**src/rtl/mul_rs_scheduler_if.sv**
```systemverilog
// Issue, CDB snoop, multiplier and CDB-result signals shared between the
// multiplier reservation-station scheduler and its environment.
interface mul_rs_scheduler_if #(
  parameter int TAG_W  = 3,
  parameter int DATA_W = 8
);
  logic              iss_valid;
  logic              iss_ready;
  logic [TAG_W-1:0]  iss_dst_tag;
  logic              iss_v1;
  logic [TAG_W-1:0]  iss_q1;
  logic [DATA_W-1:0] iss_d1;
  logic              iss_v2;
  logic [TAG_W-1:0]  iss_q2;
  logic [DATA_W-1:0] iss_d2;

  logic              cdb_valid;
  logic [TAG_W-1:0]  cdb_tag;
  logic [DATA_W-1:0] cdb_data;

  logic              mul_start;
  logic [DATA_W-1:0] mul_op_a;
  logic [DATA_W-1:0] mul_op_b;
  logic [TAG_W-1:0]  mul_tag;
  logic              mul_done;
  logic [DATA_W-1:0] mul_result;

  logic              cdb_req;
  logic              cdb_gnt;
  logic [TAG_W-1:0]  cdb_out_tag;
  logic [DATA_W-1:0] cdb_out_data;

  modport master (
    output iss_valid, iss_dst_tag, iss_v1, iss_q1, iss_d1, iss_v2, iss_q2, iss_d2,
    output cdb_valid, cdb_tag, cdb_data, mul_done, mul_result, cdb_gnt,
    input  iss_ready, mul_start, mul_op_a, mul_op_b, mul_tag,
    input  cdb_req, cdb_out_tag, cdb_out_data
  );

  modport slave (
    input  iss_valid, iss_dst_tag, iss_v1, iss_q1, iss_d1, iss_v2, iss_q2, iss_d2,
    input  cdb_valid, cdb_tag, cdb_data, mul_done, mul_result, cdb_gnt,
    output iss_ready, mul_start, mul_op_a, mul_op_b, mul_tag,
    output cdb_req, cdb_out_tag, cdb_out_data
  );
endinterface

```
**src/rtl/mul_rs_scheduler.sv**
```systemverilog
// Multiplier reservation station: holds issued ops until both operands are
// known (via CDB snoop), dispatches one at a time and drives the result to the CDB.
module mul_rs_scheduler #(
  parameter int RS_DEPTH = 3,
  parameter int TAG_W    = 3,
  parameter int DATA_W   = 8
) (
  input  logic                clk,
  input  logic                rst,
  mul_rs_scheduler_if.slave   bus,
  output logic [2:0]          rs_count
);
  localparam int IDX_W = $clog2(RS_DEPTH);

  typedef enum logic [1:0] {IDLE, EXEC, WB} state_t;

  state_t            state_reg, state_next;
  logic [RS_DEPTH-1:0] busy_reg, v1_reg, v2_reg, rdy;
  logic [TAG_W-1:0]  dst_reg [RS_DEPTH];
  logic [TAG_W-1:0]  q1_reg  [RS_DEPTH];
  logic [TAG_W-1:0]  q2_reg  [RS_DEPTH];
  logic [DATA_W-1:0] d1_reg  [RS_DEPTH];
  logic [DATA_W-1:0] d2_reg  [RS_DEPTH];

  logic              start_reg, start_next;
  logic [DATA_W-1:0] op_a_reg, op_a_next, op_b_reg, op_b_next;
  logic [TAG_W-1:0]  tag_reg, tag_next;
  logic              req_reg, req_next;
  logic [TAG_W-1:0]  out_tag_reg, out_tag_next;
  logic [DATA_W-1:0] out_data_reg, out_data_next;

  logic              free_found, rdy_found, iss_fire, disp_fire;
  logic [IDX_W-1:0]  free_idx, rdy_idx;
  logic              byp1, byp2;

  genvar gi;
  generate
    for (gi = 0; gi < RS_DEPTH; gi++) begin : g_rdy
      assign rdy[gi] = busy_reg[gi] & v1_reg[gi] & v2_reg[gi];
    end
  endgenerate

  // Reverse scan so the lowest matching index wins.
  always_comb begin
    free_found = 1'b0;
    free_idx   = '0;
    rdy_found  = 1'b0;
    rdy_idx    = '0;
    rs_count   = 3'd0;
    for (int i = RS_DEPTH - 1; i >= 0; i--) begin
      if (!busy_reg[i]) begin
        free_found = 1'b1;
        free_idx   = IDX_W'(i);
      end
      if (rdy[i]) begin
        rdy_found = 1'b1;
        rdy_idx   = IDX_W'(i);
      end
      rs_count = rs_count + 3'(busy_reg[i]);
    end
  end

  assign bus.iss_ready = free_found;
  assign iss_fire      = bus.iss_valid & free_found;
  assign disp_fire     = (state_reg == IDLE) & rdy_found;
  assign byp1 = bus.cdb_valid & (bus.iss_q1 == bus.cdb_tag);
  assign byp2 = bus.cdb_valid & (bus.iss_q2 == bus.cdb_tag);

  // The issue target is always a free slot and the dispatch source a busy one,
  // so a slot is never both written and freed in the same cycle.
  always_ff @(posedge clk) begin
    if (rst) begin
      busy_reg <= '0;
      v1_reg   <= '0;
      v2_reg   <= '0;
      for (int i = 0; i < RS_DEPTH; i++) begin
        dst_reg[i] <= '0;
        q1_reg[i]  <= '0;
        q2_reg[i]  <= '0;
        d1_reg[i]  <= '0;
        d2_reg[i]  <= '0;
      end
    end else begin
      for (int i = 0; i < RS_DEPTH; i++) begin
        if (disp_fire && rdy_idx == IDX_W'(i)) begin
          busy_reg[i] <= 1'b0;
        end else if (busy_reg[i] && bus.cdb_valid) begin
          if (!v1_reg[i] && q1_reg[i] == bus.cdb_tag) begin
            v1_reg[i] <= 1'b1;
            d1_reg[i] <= bus.cdb_data;
          end
          if (!v2_reg[i] && q2_reg[i] == bus.cdb_tag) begin
            v2_reg[i] <= 1'b1;
            d2_reg[i] <= bus.cdb_data;
          end
        end
        if (iss_fire && free_idx == IDX_W'(i)) begin
          busy_reg[i] <= 1'b1;
          dst_reg[i]  <= bus.iss_dst_tag;
          q1_reg[i]   <= bus.iss_q1;
          q2_reg[i]   <= bus.iss_q2;
          v1_reg[i]   <= bus.iss_v1 | byp1;
          v2_reg[i]   <= bus.iss_v2 | byp2;
          d1_reg[i]   <= bus.iss_v1 ? bus.iss_d1 : (byp1 ? bus.cdb_data : bus.iss_d1);
          d2_reg[i]   <= bus.iss_v2 ? bus.iss_d2 : (byp2 ? bus.cdb_data : bus.iss_d2);
        end
      end
    end
  end

  always_comb begin
    state_next    = state_reg;
    start_next    = 1'b0;
    op_a_next     = op_a_reg;
    op_b_next     = op_b_reg;
    tag_next      = tag_reg;
    req_next      = req_reg;
    out_tag_next  = out_tag_reg;
    out_data_next = out_data_reg;
    case (state_reg)
      IDLE: begin
        if (rdy_found) begin
          start_next = 1'b1;
          op_a_next  = d1_reg[rdy_idx];
          op_b_next  = d2_reg[rdy_idx];
          tag_next   = dst_reg[rdy_idx];
          state_next = EXEC;
        end
      end
      EXEC: begin
        if (bus.mul_done) begin
          out_data_next = bus.mul_result;
          out_tag_next  = tag_reg;
          req_next      = 1'b1;
          state_next    = WB;
        end
      end
      WB: begin
        // Returning to IDLE also restores the zero idle values on all outputs.
        if (bus.cdb_gnt) begin
          req_next      = 1'b0;
          out_tag_next  = '0;
          out_data_next = '0;
          op_a_next     = '0;
          op_b_next     = '0;
          tag_next      = '0;
          state_next    = IDLE;
        end
      end
      default: state_next = IDLE;
    endcase
  end

  always_ff @(posedge clk) begin
    if (rst) begin
      state_reg    <= IDLE;
      start_reg    <= 1'b0;
      op_a_reg     <= '0;
      op_b_reg     <= '0;
      tag_reg      <= '0;
      req_reg      <= 1'b0;
      out_tag_reg  <= '0;
      out_data_reg <= '0;
    end else begin
      state_reg    <= state_next;
      start_reg    <= start_next;
      op_a_reg     <= op_a_next;
      op_b_reg     <= op_b_next;
      tag_reg      <= tag_next;
      req_reg      <= req_next;
      out_tag_reg  <= out_tag_next;
      out_data_reg <= out_data_next;
    end
  end

  assign bus.mul_start    = start_reg;
  assign bus.mul_op_a     = op_a_reg;
  assign bus.mul_op_b     = op_b_reg;
  assign bus.mul_tag      = tag_reg;
  assign bus.cdb_req      = req_reg;
  assign bus.cdb_out_tag  = out_tag_reg;
  assign bus.cdb_out_data = out_data_reg;
endmodule

```
**src/flat_wrapper.sv**
```systemverilog
// flat-port wrapper written by rule: the top's interface ports become plain ports
module mul_rs_scheduler_flat 
#(
  parameter int RS_DEPTH = 3,
  parameter int TAG_W    = 3,
  parameter int DATA_W   = 8
)
  (clk, rst, rs_count, bus_iss_valid, bus_iss_dst_tag, bus_iss_v1, bus_iss_q1, bus_iss_d1, bus_iss_v2, bus_iss_q2, bus_iss_d2, bus_cdb_valid, bus_cdb_tag, bus_cdb_data, bus_mul_done, bus_mul_result, bus_cdb_gnt, bus_iss_ready, bus_mul_start, bus_mul_op_a, bus_mul_op_b, bus_mul_tag, bus_cdb_req, bus_cdb_out_tag, bus_cdb_out_data);
  mul_rs_scheduler_if #(.TAG_W(TAG_W), .DATA_W(DATA_W)) bus_i ();
  input  logic clk;
  input  logic rst;
  output logic [2:0] rs_count;
  input wire logic [$bits(bus_i.iss_valid)-1:0] bus_iss_valid;
  input wire logic [$bits(bus_i.iss_dst_tag)-1:0] bus_iss_dst_tag;
  input wire logic [$bits(bus_i.iss_v1)-1:0] bus_iss_v1;
  input wire logic [$bits(bus_i.iss_q1)-1:0] bus_iss_q1;
  input wire logic [$bits(bus_i.iss_d1)-1:0] bus_iss_d1;
  input wire logic [$bits(bus_i.iss_v2)-1:0] bus_iss_v2;
  input wire logic [$bits(bus_i.iss_q2)-1:0] bus_iss_q2;
  input wire logic [$bits(bus_i.iss_d2)-1:0] bus_iss_d2;
  input wire logic [$bits(bus_i.cdb_valid)-1:0] bus_cdb_valid;
  input wire logic [$bits(bus_i.cdb_tag)-1:0] bus_cdb_tag;
  input wire logic [$bits(bus_i.cdb_data)-1:0] bus_cdb_data;
  input wire logic [$bits(bus_i.mul_done)-1:0] bus_mul_done;
  input wire logic [$bits(bus_i.mul_result)-1:0] bus_mul_result;
  input wire logic [$bits(bus_i.cdb_gnt)-1:0] bus_cdb_gnt;
  output wire logic [$bits(bus_i.iss_ready)-1:0] bus_iss_ready;
  output wire logic [$bits(bus_i.mul_start)-1:0] bus_mul_start;
  output wire logic [$bits(bus_i.mul_op_a)-1:0] bus_mul_op_a;
  output wire logic [$bits(bus_i.mul_op_b)-1:0] bus_mul_op_b;
  output wire logic [$bits(bus_i.mul_tag)-1:0] bus_mul_tag;
  output wire logic [$bits(bus_i.cdb_req)-1:0] bus_cdb_req;
  output wire logic [$bits(bus_i.cdb_out_tag)-1:0] bus_cdb_out_tag;
  output wire logic [$bits(bus_i.cdb_out_data)-1:0] bus_cdb_out_data;
  assign bus_i.iss_valid = bus_iss_valid;
  assign bus_i.iss_dst_tag = bus_iss_dst_tag;
  assign bus_i.iss_v1 = bus_iss_v1;
  assign bus_i.iss_q1 = bus_iss_q1;
  assign bus_i.iss_d1 = bus_iss_d1;
  assign bus_i.iss_v2 = bus_iss_v2;
  assign bus_i.iss_q2 = bus_iss_q2;
  assign bus_i.iss_d2 = bus_iss_d2;
  assign bus_i.cdb_valid = bus_cdb_valid;
  assign bus_i.cdb_tag = bus_cdb_tag;
  assign bus_i.cdb_data = bus_cdb_data;
  assign bus_i.mul_done = bus_mul_done;
  assign bus_i.mul_result = bus_mul_result;
  assign bus_i.cdb_gnt = bus_cdb_gnt;
  assign bus_iss_ready = bus_i.iss_ready;
  assign bus_mul_start = bus_i.mul_start;
  assign bus_mul_op_a = bus_i.mul_op_a;
  assign bus_mul_op_b = bus_i.mul_op_b;
  assign bus_mul_tag = bus_i.mul_tag;
  assign bus_cdb_req = bus_i.cdb_req;
  assign bus_cdb_out_tag = bus_i.cdb_out_tag;
  assign bus_cdb_out_data = bus_i.cdb_out_data;
  mul_rs_scheduler #(.RS_DEPTH(RS_DEPTH), .TAG_W(TAG_W), .DATA_W(DATA_W)) u_core (.clk(clk), .rst(rst), .bus(bus_i), .rs_count(rs_count));
endmodule
```
**config.mk**
```make
export PLATFORM = sky130hd
export DESIGN_NAME = mul_rs_scheduler_flat
export DESIGN_NICKNAME = d
export VERILOG_FILES = /design/src/rtl/mul_rs_scheduler_if.sv /design/src/rtl/mul_rs_scheduler.sv /design/src/flat_wrapper.sv
export SDC_FILE = /design/constraint.sdc
export NUM_CORES = 1
export LEC_CHECK = 0
export BUFFER_PORTS_ARGS = -buffer_cell sky130_fd_sc_hd__buf_2
export CORE_ASPECT_RATIO = 0.75
export CORE_UTILIZATION = 35
export DETAILED_ROUTE_END_ITERATION = 10
export SLEW_MARGIN = 10
export SYNTH_ARGS = -nofsm -noshare
export SYNTH_HDL_FRONTEND = slang
export SYNTH_SLANG_ARGS = --single-unit
```
**constraint.sdc**
```tcl
create_clock -name clk -period 2.95 [get_ports clk]
set_clock_uncertainty 0.2 [all_clocks]
set_input_delay 0 -clock clk [delete_from_list [all_inputs] [get_ports clk]]
set_output_delay 0 -clock clk [all_outputs]
set_load 0.1 [all_outputs]
```
==> results of run 1 <==
-- cell families (layout without fill, tap and decap cells) --
logic type / count (synthesis) / after routing / synth area share, %
compound gates: 162 / 162 / 19.1
xor+xnor: 24 / 24 / 3.63
fa+ha+maj: 6 / 6 / 1.43
buf+inv: 45 / 196 / 3.61
flops: 118 / 118 / 53.8
mux: 16 / 16 / 2.77
simple gates: 158 / 158 / 15.6
-- worst min-delay path: stages --
cell,delay [ps]
sky130_fd_sc_hd__buf_2,170
sky130_fd_sc_hd__nand3b_1,120
sky130_fd_sc_hd__nor4_2,70
sky130_fd_sc_hd__nor3_1,190
sky130_fd_sc_hd__a211oi_1,70
-- repair_timing --
action	CTS	global route
endpoints found under the setup margin	0	1
resized for setup	0	1
hold endpoints to repair	98	0
hold buffers	56	0
-- cell type report --
class                   count  area [um2]
fillers                  1464        8490
flip-flops and latches    118        3110
multi-input cells         366        2470
repair buffers            157        1100
clock buffers              27         579
well taps                 210         263
clock inverters             5        26.3
inverters                   7        26.3
-- layer usage --
layer  vias to the layer above  wire [um]
met3                        24       1240
met5                         -          0
met4                         0        266
met2                       232       6980
li1                       2287          -
met1                      2394       7690
-- worst paths after layout --
path                                        startpoint                      to  cells past startpoint
worst min register to register  u_core.bus.mul_op_a[1]  u_core.bus.mul_op_a[1]                      1
worst min-delay path                     bus_cdb_valid        u_core.v1_reg[0]                      5
worst max-delay path                u_core.busy_reg[1]     u_core.d1_reg[1][6]                      5
worst max register to register      u_core.busy_reg[1]     u_core.d1_reg[1][6]                      5
-- power groups by stage --
| stage | clock network [mW] | logic [mW] | registers, mW |
|---|---|---|---|
| after floorplan | 0 | 0.268 | 1.94 |
| after global placement | 0 | 0.409 | 1.93 |
| after detailed placement | 0 | 0.418 | 1.93 |
| after CTS | 2.08 | 0.470 | 1.90 |
| after global routing | 2.17 | 0.512 | 1.90 |
| final | 2.06 | 0.472 | 1.90 |
-- through the flow --
step	hold WS, ps	total power [mW]
after floorplan	-37.4	2.20
after global placement	53.7	2.34
after detailed placement	60.1	2.35
after CTS	43.4	4.45
after global routing	91.4	4.59
final	53.3	4.43
-- placed cells by master (no fill, tap or decap), types with 3 or more instances in the layout --
| cell type | count |
|---|---|
| sky130_fd_sc_hd__clkinv_2 | 4 |
| sky130_fd_sc_hd__nand3b_1 | 6 |
| sky130_fd_sc_hd__dlygate4sd3_1 | 56 |
| sky130_fd_sc_hd__xor2_1 | 24 |
| sky130_fd_sc_hd__nor3_1 | 3 |
| sky130_fd_sc_hd__o31ai_1 | 3 |
| sky130_fd_sc_hd__nand2b_1 | 7 |
| sky130_fd_sc_hd__buf_2 | 87 |
| sky130_fd_sc_hd__o21ai_0 | 34 |
| sky130_fd_sc_hd__clkbuf_16 | 22 |
| sky130_fd_sc_hd__a2bb2oi_1 | 19 |
| sky130_fd_sc_hd__a32o_1 | 19 |
| sky130_fd_sc_hd__ha_1 | 5 |
| sky130_fd_sc_hd__or3_1 | 6 |
| sky130_fd_sc_hd__edfxtp_1 | 75 |
| sky130_fd_sc_hd__buf_4 | 14 |
| sky130_fd_sc_hd__nand2_1 | 32 |
| sky130_fd_sc_hd__a21oi_1 | 38 |
| sky130_fd_sc_hd__or2_2 | 11 |
| sky130_fd_sc_hd__and2_1 | 10 |
| sky130_fd_sc_hd__o22ai_1 | 16 |
| sky130_fd_sc_hd__a21boi_1 | 3 |
| sky130_fd_sc_hd__or2_1 | 10 |
| sky130_fd_sc_hd__dfxtp_1 | 43 |
| sky130_fd_sc_hd__inv_1 | 7 |
| sky130_fd_sc_hd__a31oi_1 | 3 |
| sky130_fd_sc_hd__nor4_2 | 10 |
| sky130_fd_sc_hd__nor2_1 | 18 |
| sky130_fd_sc_hd__a22oi_1 | 11 |
| sky130_fd_sc_hd__nand3_1 | 35 |
| sky130_fd_sc_hd__mux2i_1 | 16 |
| sky130_fd_sc_hd__clkbuf_1 | 4 |
==> run summary, run 1 <==
==================================================================================
Largest cells by area after synthesis                                 sky130_fd_sc_hd__edfxtp_1 39%, sky130_fd_sc_hd__dfxtp_1 15%, sky130_fd_sc_hd__xor2_1 3.6%
Depth of the CTS H-tree                                                          4
Yosys warnings                                                                   0
GRT Overall Usage                                                            19.8%
CTS clock-pin slew for the worst setup and hold paths                        60 ps
Total buffers and inverters traversed by the critical path                       0
Global routing's busiest layer                                                met2
Maximum number of pins on one net before global-route repair                    29
Number of detailed-routing iterations run before antenna repair                  7
Synth Flop Type                                                       sky130_fd_sc_hd__edfxtp_1
RSZ-0062 raised after global routing                                            no
Core Area                                                               16,100 um2
Fraction of the yosys area taken by sequential cells                         53.8%
Boundary Pins                                                                   88
Ys async rst share                                                              0%
Number of port buffers                                                          87
M3 GR Usage                                                                  4.15%
Total nets after synthesis                                                     587
Start-to-end type of the worst setup path                             flip-flop to flip-flop
Hold Fails Final Rpt                                                             0
Cell count after placement                                                     802
Data arrival time of the critical path                                     2790 ps
DRT Wirelength                                                             16.2 mm
Number of vias in the routed layout                                          4,937
Setup Buffers After CTS                                                          0
Met1 capacity usage during global routing                                    28.1%
Required @ worst endpoint                                                  3010 ps
Power spent charging and discharging nets                                  1.04 mW
Max Fanout on Critical Path                                                     16
Commonest cells in the synthesized netlist                            75 x sky130_fd_sc_hd__edfxtp_1, 43 x sky130_fd_sc_hd__dfxtp_1, 38 x sky130_fd_sc_hd__a21oi_1
Count of standard-cell rows                                                     40
Effective utilization at floorplan                                           36.0%
Reported max-cap violation count                                                 0
Summed area of non-filler cells in the final layout                       7580 um2
Die span in x                                                               150 um
Worst stage delay on the critical path                                      980 ps
Buffer depth of the longest clock path                                           2
Gr ovfl total                                                                    0
Slew at the pin closest to its max-slew limit                              1250 ps
Synthesis-to-finish area growth                                              31.0%
Mapped Avg Cell Area                                                      10.9 um2
Fin. max-slew vios                                                               0
Detailed-route DRC error count                                                   0
Fin cells                                                                      890
Dominant delay contributor by cell family on the critical path        simple AND/OR/NAND/NOR gates
Post-layout minimum cycle time                                             2720 ps
Clock latency at the later pin of the worst-skew pair                       420 ps
Area of placed instances                                                  6400 um2
Final count of negative-setup-slack endpoints                                    0
Sum of negative setup slack                                                   0 ps
Total Nets Final                                                               725
Cell internal power dissipation                                            3.39 mW
Flop-to-flop setup slack                                                    230 ps
Vias per cell                                                                 5.55
Upper clock frequency limit                                                367 MHz
Yosys top cell area share                                                    38.9%
Endpoint kind of the worst setup timing path                             flip-flop
Worst max-slew margin expressed relative to the limit                        16.3%
Routing usage on met2                                                        28.6%
DRT antenna net count                                                            0
Share of total power in sequential cells                                     42.8%
Type of origin of the critical path                                      flip-flop
Pwr Density                                                             584 nW/um2
Number of global-route vias before repair                                    4,752
Final worst setup slack                                                     225 ps
Cells after Synth                                                              529
Share of final-layout standard cells stronger than drive strength 1          22.9%
Detailed router's first-iteration violation count                              411
Synth Register Bits                                                            118
Largest area contributor in the netlist                               sky130_fd_sc_hd__edfxtp_1
Clock sinks                                                                    118
Maximum VDD drop                                                        0.000316 V
Root buffer cell                                                      sky130_fd_sc_hd__clkbuf_16
Floorplan die area                                                      17,000 um2
Placement Setup Slack                                                       346 ps
Wire length of the first global-routing pass                               25.2 mm
Result of the run                                                     complete, no violations
Synthesized area                                                          5780 um2
Leakage component of the power                                             3.15 nW
Drt wl/cell                                                                18.2 um
Antenna violations before repair                                                 0
Cell type of the slowest stage on the worst timing path               sky130_fd_sc_hd__nor3_2
Number of distinct library cells after synthesis                                50
Final Wtd Congestion                                                         0.861
Final Cycle Share                                                            92.4%
Part of the total power dissipated in the clock network                      46.5%
Inserted Clock Buffers                                                          17
Net Sw Frac                                                                  23.5%
Clock tree from TritonCTS                                                    built
Detailed placer's ending HPWL                                              11.0 mm
Crit-path cells                                                       ha_1 -> nand2b_1 -> nor3_2 -> nand3_1 -> a21oi_1
Antenna Diode Count                                                              0
Gate power share                                                             10.7%
Hold WC Path Type                                                     primary input to flip-flop
Leading cell type by number of instances after synthesis              sky130_fd_sc_hd__edfxtp_1
Post-synth EDFFs                                                                75
Height of the die                                                           113 um
Core Util, Final                                                             47.2%
==================================================================================
No activity file was read; power rests on OpenSTA's default activity.
==> run 2, diff against run 1 <==
- ABC_AREA: unset -> 1
==> run summary, run 2 <==
==========================================================================================
Required @ worst endpoint                                                          2920 ps
Boundary Pins                                                                           88
Result of the run                                                             complete, no violations
Depth of the CTS H-tree                                                                  4
Critical path origin                                                          u_core.busy_reg[1]
Pwr Density                                                                     578 nW/um2
Height of the die                                                                   119 um
Setup Buffers After CTS                                                                  0
Cells after Synth                                                                      805
Mapped Avg Cell Area                                                              7.92 um2
HP Start                                                                      bus_cdb_tag[2]
Number of global-route vias before repair                                            5,199
Antenna violations before repair                                                         0
Hold WC Path Type                                                             primary input to flip-flop
Yosys top cell area share                                                            35.3%
Number of distinct library cells after synthesis                                        37
Die span in x                                                                       158 um
Clock sinks                                                                            118
Maximum VDD drop                                                                0.000343 V
Final Wtd Congestion                                                                 0.908
Total Nets Final                                                                     1,006
Post-layout minimum cycle time                                                     2790 ps
Maximum number of pins on one net before global-route repair                            36
Start-to-end type of the worst setup path                                     flip-flop to flip-flop
Detailed placer's ending HPWL                                                      13.0 mm
Wire length of the first global-routing pass                                       28.9 mm
Max Fanout on Critical Path                                                             18
Slew at the pin closest to its max-slew limit                                       623 ps
Commonest cells in the synthesized netlist                                    247 x sky130_fd_sc_hd__nand2_1, 116 x sky130_fd_sc_hd__nand3_1, 82 x sky130_fd_sc_hd__nor2_1
GRT Overall Usage                                                                    20.7%
Fraction of the yosys area taken by sequential cells                                 48.8%
Effective utilization at floorplan                                                   36.0%
CTS clock-pin slew for the worst setup and hold paths                                60 ps
Count of standard-cell rows                                                             42
Post-synth EDFFs                                                                        75
Worst max-slew margin expressed relative to the limit                                58.4%
Share of final-layout standard cells stronger than drive strength 1                  18.3%
DRT Wirelength                                                                     18.7 mm
Main combinational cell family by area after synthesis                        simple AND/OR/NAND/NOR gates
Area fraction in and, or, nand and nor cells after synthesis                         34.8%
Root buffer cell                                                              sky130_fd_sc_hd__clkbuf_16
Number of vias in the routed layout                                                  5,820
Vias per cell                                                                         4.84
Xor-xnor portion of the synthesized cell area                                       0.550%
Core Area                                                                       17,700 um2
Number of port buffers                                                                  87
Summed area of non-filler cells in the final layout                               8230 um2
DRT antenna net count                                                                    0
Area of placed instances                                                          6980 um2
Ys async rst share                                                                      0%
Synth Flop Type                                                               sky130_fd_sc_hd__edfxtp_1
Gr ovfl total                                                                            0
Largest area contributor in the netlist                                       sky130_fd_sc_hd__edfxtp_1
Data arrival time of the critical path                                             2760 ps
Leading cell type in the layout, fill and taps excluded                       sky130_fd_sc_hd__nand2_1
Final Cycle Share                                                                    94.7%
Core Util, Final                                                                     46.5%
Synth Register Bits                                                                    118
Total nets after synthesis                                                             863
Inserted Clock Buffers                                                                  17
Upper clock frequency limit                                                        358 MHz
Floorplan die area                                                              18,800 um2
Leading cell type by number of instances after synthesis                      sky130_fd_sc_hd__nand2_1
RR Startpoint                                                                 u_core.busy_reg[1]
Endpoint kind of the worst setup timing path                                     flip-flop
Leakage component of the power                                                     3.91 nW
Most frequent cells in the layout                                             247 x sky130_fd_sc_hd__nand2_1, 116 x sky130_fd_sc_hd__nand3_1, 87 x sky130_fd_sc_hd__buf_2
Buffer depth of the longest clock path                                                   2
Fin. max-slew vios                                                                       0
Drt wl/cell                                                                        15.5 um
Hold Fails Final Rpt                                                                     0
Yosys warnings                                                                           0
Detailed-route DRC error count                                                           0
Reported max-cap violation count                                                         0
Type of origin of the critical path                                              flip-flop
Share of the synthesized area in compound gates (AO/OA/AOI/OAI)                      5.85%
Clock tree from TritonCTS                                                            built
Sum of negative setup slack                                                           0 ps
Synthesized area                                                                  6370 um2
Detailed router's first-iteration violation count                                      696
Share of synthesized cell area in full adder, half adder and majority cells          1.30%
Synthesis-to-finish area growth                                                      29.2%
Largest cells by area after synthesis                                         sky130_fd_sc_hd__edfxtp_1 35%, sky130_fd_sc_hd__nand2_1 15%, sky130_fd_sc_hd__dfxtp_1 14%
Portion of netlist area occupied by mux cells                                           0%
RSZ-0062 raised after global routing                                                    no
Final count of negative-setup-slack endpoints                                            0
Number of detailed-routing iterations run before antenna repair                          7
Antenna Diode Count                                                                      0
Clock latency at the later pin of the worst-skew pair                               420 ps
==========================================================================================
run 2: per-layer routing:
metal | track usage [%] | share of wire (%)
met5 | 0 | 0
met4 | 5.64 | 1.2
met3 | 5.79 | 9.7
met2 | 27.5 | 40
met1 | 32.0 | 49
run 2: path summary, 6_finish.rpt:
path | to | slack [ps] | cells after the start
worst min register to register | u_core.bus.mul_op_b[5] | 260 | 2
worst min-delay path | u_core.v1_reg[0] | 20 | 7
worst max-delay path | u_core.d2_reg[0][7] | 160 | 10
worst max register to register | u_core.d2_reg[0][7] | 160 | 10
run 2: cells by family (layout without fill, tap and decap cells):
logic type | Yosys count | after routing
AO/OA/AOI/OAI | 63 | 63
XOR/XNOR | 4 | 4
adder cells (fa/ha/maj) | 6 | 6
buffers and inverters | 125 | 281
flip-flops | 118 | 118
AND/OR/NAND/NOR | 489 | 489
run 2: through the flow:
step	setup slack (ps)	power, mW	std cells	hold slack [ps]
after global placement	560	2.56	1109	81.3
after global routing	76.3	4.93	1203	67.3
after CTS	56.0	4.77	1203	3.00
after detailed placement	463	2.56	1109	77.6
after floorplan	424	2.40	805	-35.6
final	157	4.76	1203	20.7
run 2: timing repair:
action | in CTS | in global routing
hold buffers | 62 | 0
hold endpoints to repair | 112 | 0
resized for setup | 0 | 2
setup endpoints to repair | 0 | 8
run 2: area by class of cell:
type,instances,area (um2)
Clock buffer,23,564
Sequential cell,118,3120
Fill cell,1753,9480
Inverter,91,347
Timing Repair Buffer,158,1120
Tap cell,242,303
Clock inverter,9,68.8
Multi-Input combinational cell,562,2710
run 2: report_power, final:
part | total (mW) | internal, mW | switching (mW) | leakage, nW
Combinational | 0.650 | 0.210 | 0.440 | 2.46
Clock | 2.16 | 1.36 | 0.803 | 0.317
Sequential | 1.95 | 1.90 | 0.0522 | 1.13
Total | 4.76 | 3.46 | 1.30 | 3.91
run 2: worst max-delay path: stages, from the launching register on:
cell and delay [ps]:
sky130_fd_sc_hd__dfxtp_2 450, sky130_fd_sc_hd__ha_1 200, sky130_fd_sc_hd__nand2_2 50, sky130_fd_sc_hd__and2_4 180, sky130_fd_sc_hd__nand2_4 120, sky130_fd_sc_hd__nor2_8 90
sky130_fd_sc_hd__inv_4 170, sky130_fd_sc_hd__nand3_4 110, sky130_fd_sc_hd__nor2_8 300, sky130_fd_sc_hd__a21oi_1 80, sky130_fd_sc_hd__dlygate4sd3_1 580
==> run 3, diff against run 2 <==
- CORE_ASPECT_RATIO: 0.75 -> 1.5
==> run summary, run 3 (synthesis gave the netlist of run 2 again) <==
==================================================================================
Result of the run                                                     complete, but fails checks
Failing checks                                                                 DRC
Post-cts resize count                                                            0
Inserted Clock Buffers                                                          17
Die span in x                                                               112 um
Core Area                                                               17,900 um2
Antenna violations before repair                                                 0
Boundary Pins                                                                   88
Count of standard-cell rows                                                     60
Post-layout minimum cycle time                                             2800 ps
Gr ovfl total                                                                    0
Area of placed instances                                                  6960 um2
Start-to-end type of the worst setup path                             flip-flop to flip-flop
Fin cells                                                                    1,177
Maximum number of pins on one net before global-route repair                    36
Clock tree from TritonCTS                                                    built
Upper clock frequency limit                                                357 MHz
Final count of negative-setup-slack endpoints                                    0
Total power                                                                4.66 mW
Max Fanout on Critical Path                                                     18
Height of the die                                                           167 um
Summed area of non-filler cells in the final layout                       8170 um2
Leading cell type in the layout, fill and taps excluded               sky130_fd_sc_hd__nand2_1
Critical path origin                                                  u_core.busy_reg[2]
Vias per cell                                                                 4.85
Final Cycle Share                                                            95.1%
Pwr Density                                                             571 nW/um2
DRT Wirelength                                                             17.7 mm
Depth of the CTS H-tree                                                          4
Detailed-route DRC error count                                                   8
Worst max-slew margin expressed relative to the limit                        63.6%
Setup Buffers After CTS                                                          0
Antenna Diode Count                                                              0
Reported max-cap violation count                                                 0
CTS clock-pin slew for the worst setup and hold paths                        60 ps
Required @ worst endpoint                                                  2920 ps
Clock latency at the later pin of the worst-skew pair                       420 ps
Slew at the pin closest to its max-slew limit                               544 ps
Endpoint kind of the worst setup timing path                             flip-flop
Data arrival time of the critical path                                     2770 ps
Core Util, Final                                                             45.7%
Number of global-route vias before repair                                    5,572
Effective utilization at floorplan                                           35.7%
Worst hold slack                                                           23.5 ps
Number of detailed-routing iterations run before antenna repair                  8
Wire length of the first global-routing pass                               28.5 mm
Root buffer cell                                                      sky130_fd_sc_hd__clkbuf_16
Sum of negative setup slack                                                   0 ps
RR Startpoint                                                         u_core.busy_reg[2]
GRT Overall Usage                                                            19.7%
Buffer depth of the longest clock path                                           2
RSZ-0062 raised after global routing                                            no
Most frequent cells in the layout                                     247 x sky130_fd_sc_hd__nand2_1, 116 x sky130_fd_sc_hd__nand3_1, 87 x sky130_fd_sc_hd__buf_2
Number of port buffers                                                          87
Placement Setup Slack                                                       611 ps
Final worst setup slack                                                     146 ps
Fin. max-slew vios                                                               0
Maximum VDD drop                                                        0.000381 V
Type of origin of the critical path                                      flip-flop
Detailed placer's ending HPWL                                              12.9 mm
Hold WC Path Type                                                     primary input to flip-flop
Final Wtd Congestion                                                         0.866
Hold Fails Final Rpt                                                             0
HP Start                                                              bus_cdb_tag[2]
Drt wl/cell                                                                15.0 um
Cell count after placement                                                   1,084
Number of vias in the routed layout                                          5,709
Leakage component of the power                                             3.89 nW
Share of final-layout standard cells stronger than drive strength 1          18.1%
Clock sinks                                                                    118
DRT antenna net count                                                            0
Total Nets Final                                                             1,005
Floorplan die area                                                      18,800 um2
Detailed router's first-iteration violation count                              373
Synthesis-to-finish area growth                                              28.2%
==================================================================================
-- run 3: cell count changes in the layout (fill, tap and decap cells not counted), moves of 2 or more --
cell,delta
sky130_fd_sc_hd__clkbuf_16,-3
sky130_fd_sc_hd__inv_6,+2
sky130_fd_sc_hd__dfxtp_1,+2
sky130_fd_sc_hd__dfxtp_2,-2
sky130_fd_sc_hd__clkinv_4,-2
-- run 3: final cells by class --
type | count | area, um2
fill | 1772 | 9700
clock buffer | 20 | 489
multi-input combinational | 562 | 2710
timing repair buffer | 157 | 1130
inverter | 91 | 347
sequential | 118 | 3110
tap | 217 | 272
clock inverter | 12 | 110
-- run 3: routing by layer --
| layer | track usage [%] | routed length, um | up-vias |
|---|---|---|---|
| met1 | 22.6 | 7420 | 2582 |
| met4 | 10.1 | 587 | 0 |
| met3 | 3.58 | 703 | 39 |
| met5 | 0 | 0 | - |
| li1 | - | - | 2908 |
| met2 | 34.8 | 8950 | 180 |
-- run 3: worst max-delay path, stage by stage (launching register included) --
cell and delay (ps):
sky130_fd_sc_hd__dfxtp_1 460, sky130_fd_sc_hd__ha_1 210, sky130_fd_sc_hd__nand2_2 60, sky130_fd_sc_hd__and2_4 180, sky130_fd_sc_hd__nand2_4 110, sky130_fd_sc_hd__nor2_8 90
sky130_fd_sc_hd__inv_4 180, sky130_fd_sc_hd__nand3_4 120, sky130_fd_sc_hd__nor2_8 300, sky130_fd_sc_hd__a21oi_1 70, sky130_fd_sc_hd__dlygate4sd3_1 570
-- run 3: final timing paths --
path                            endpoint  cells past startpoint  slack [ps]
hold reg to reg   u_core.bus.mul_op_a[6]                      2         260
hold / removal          u_core.v1_reg[0]                      7          20
setup reg to reg     u_core.d2_reg[0][7]                     10         150
setup / recovery     u_core.d2_reg[0][7]                     10         150
-- run 3: power by group --
group	switching, mW	internal [mW]
logic	0.432	0.208
clock network	0.790	1.29
registers	0.0468	1.90
total	1.27	3.40
-- run 3: timing repair --
item | 4_1_cts | 5_1_grt
hold buffers | 61 | 0
endpoints found under the hold margin | 114 | 0
setup endpoints to repair | 0 | 0
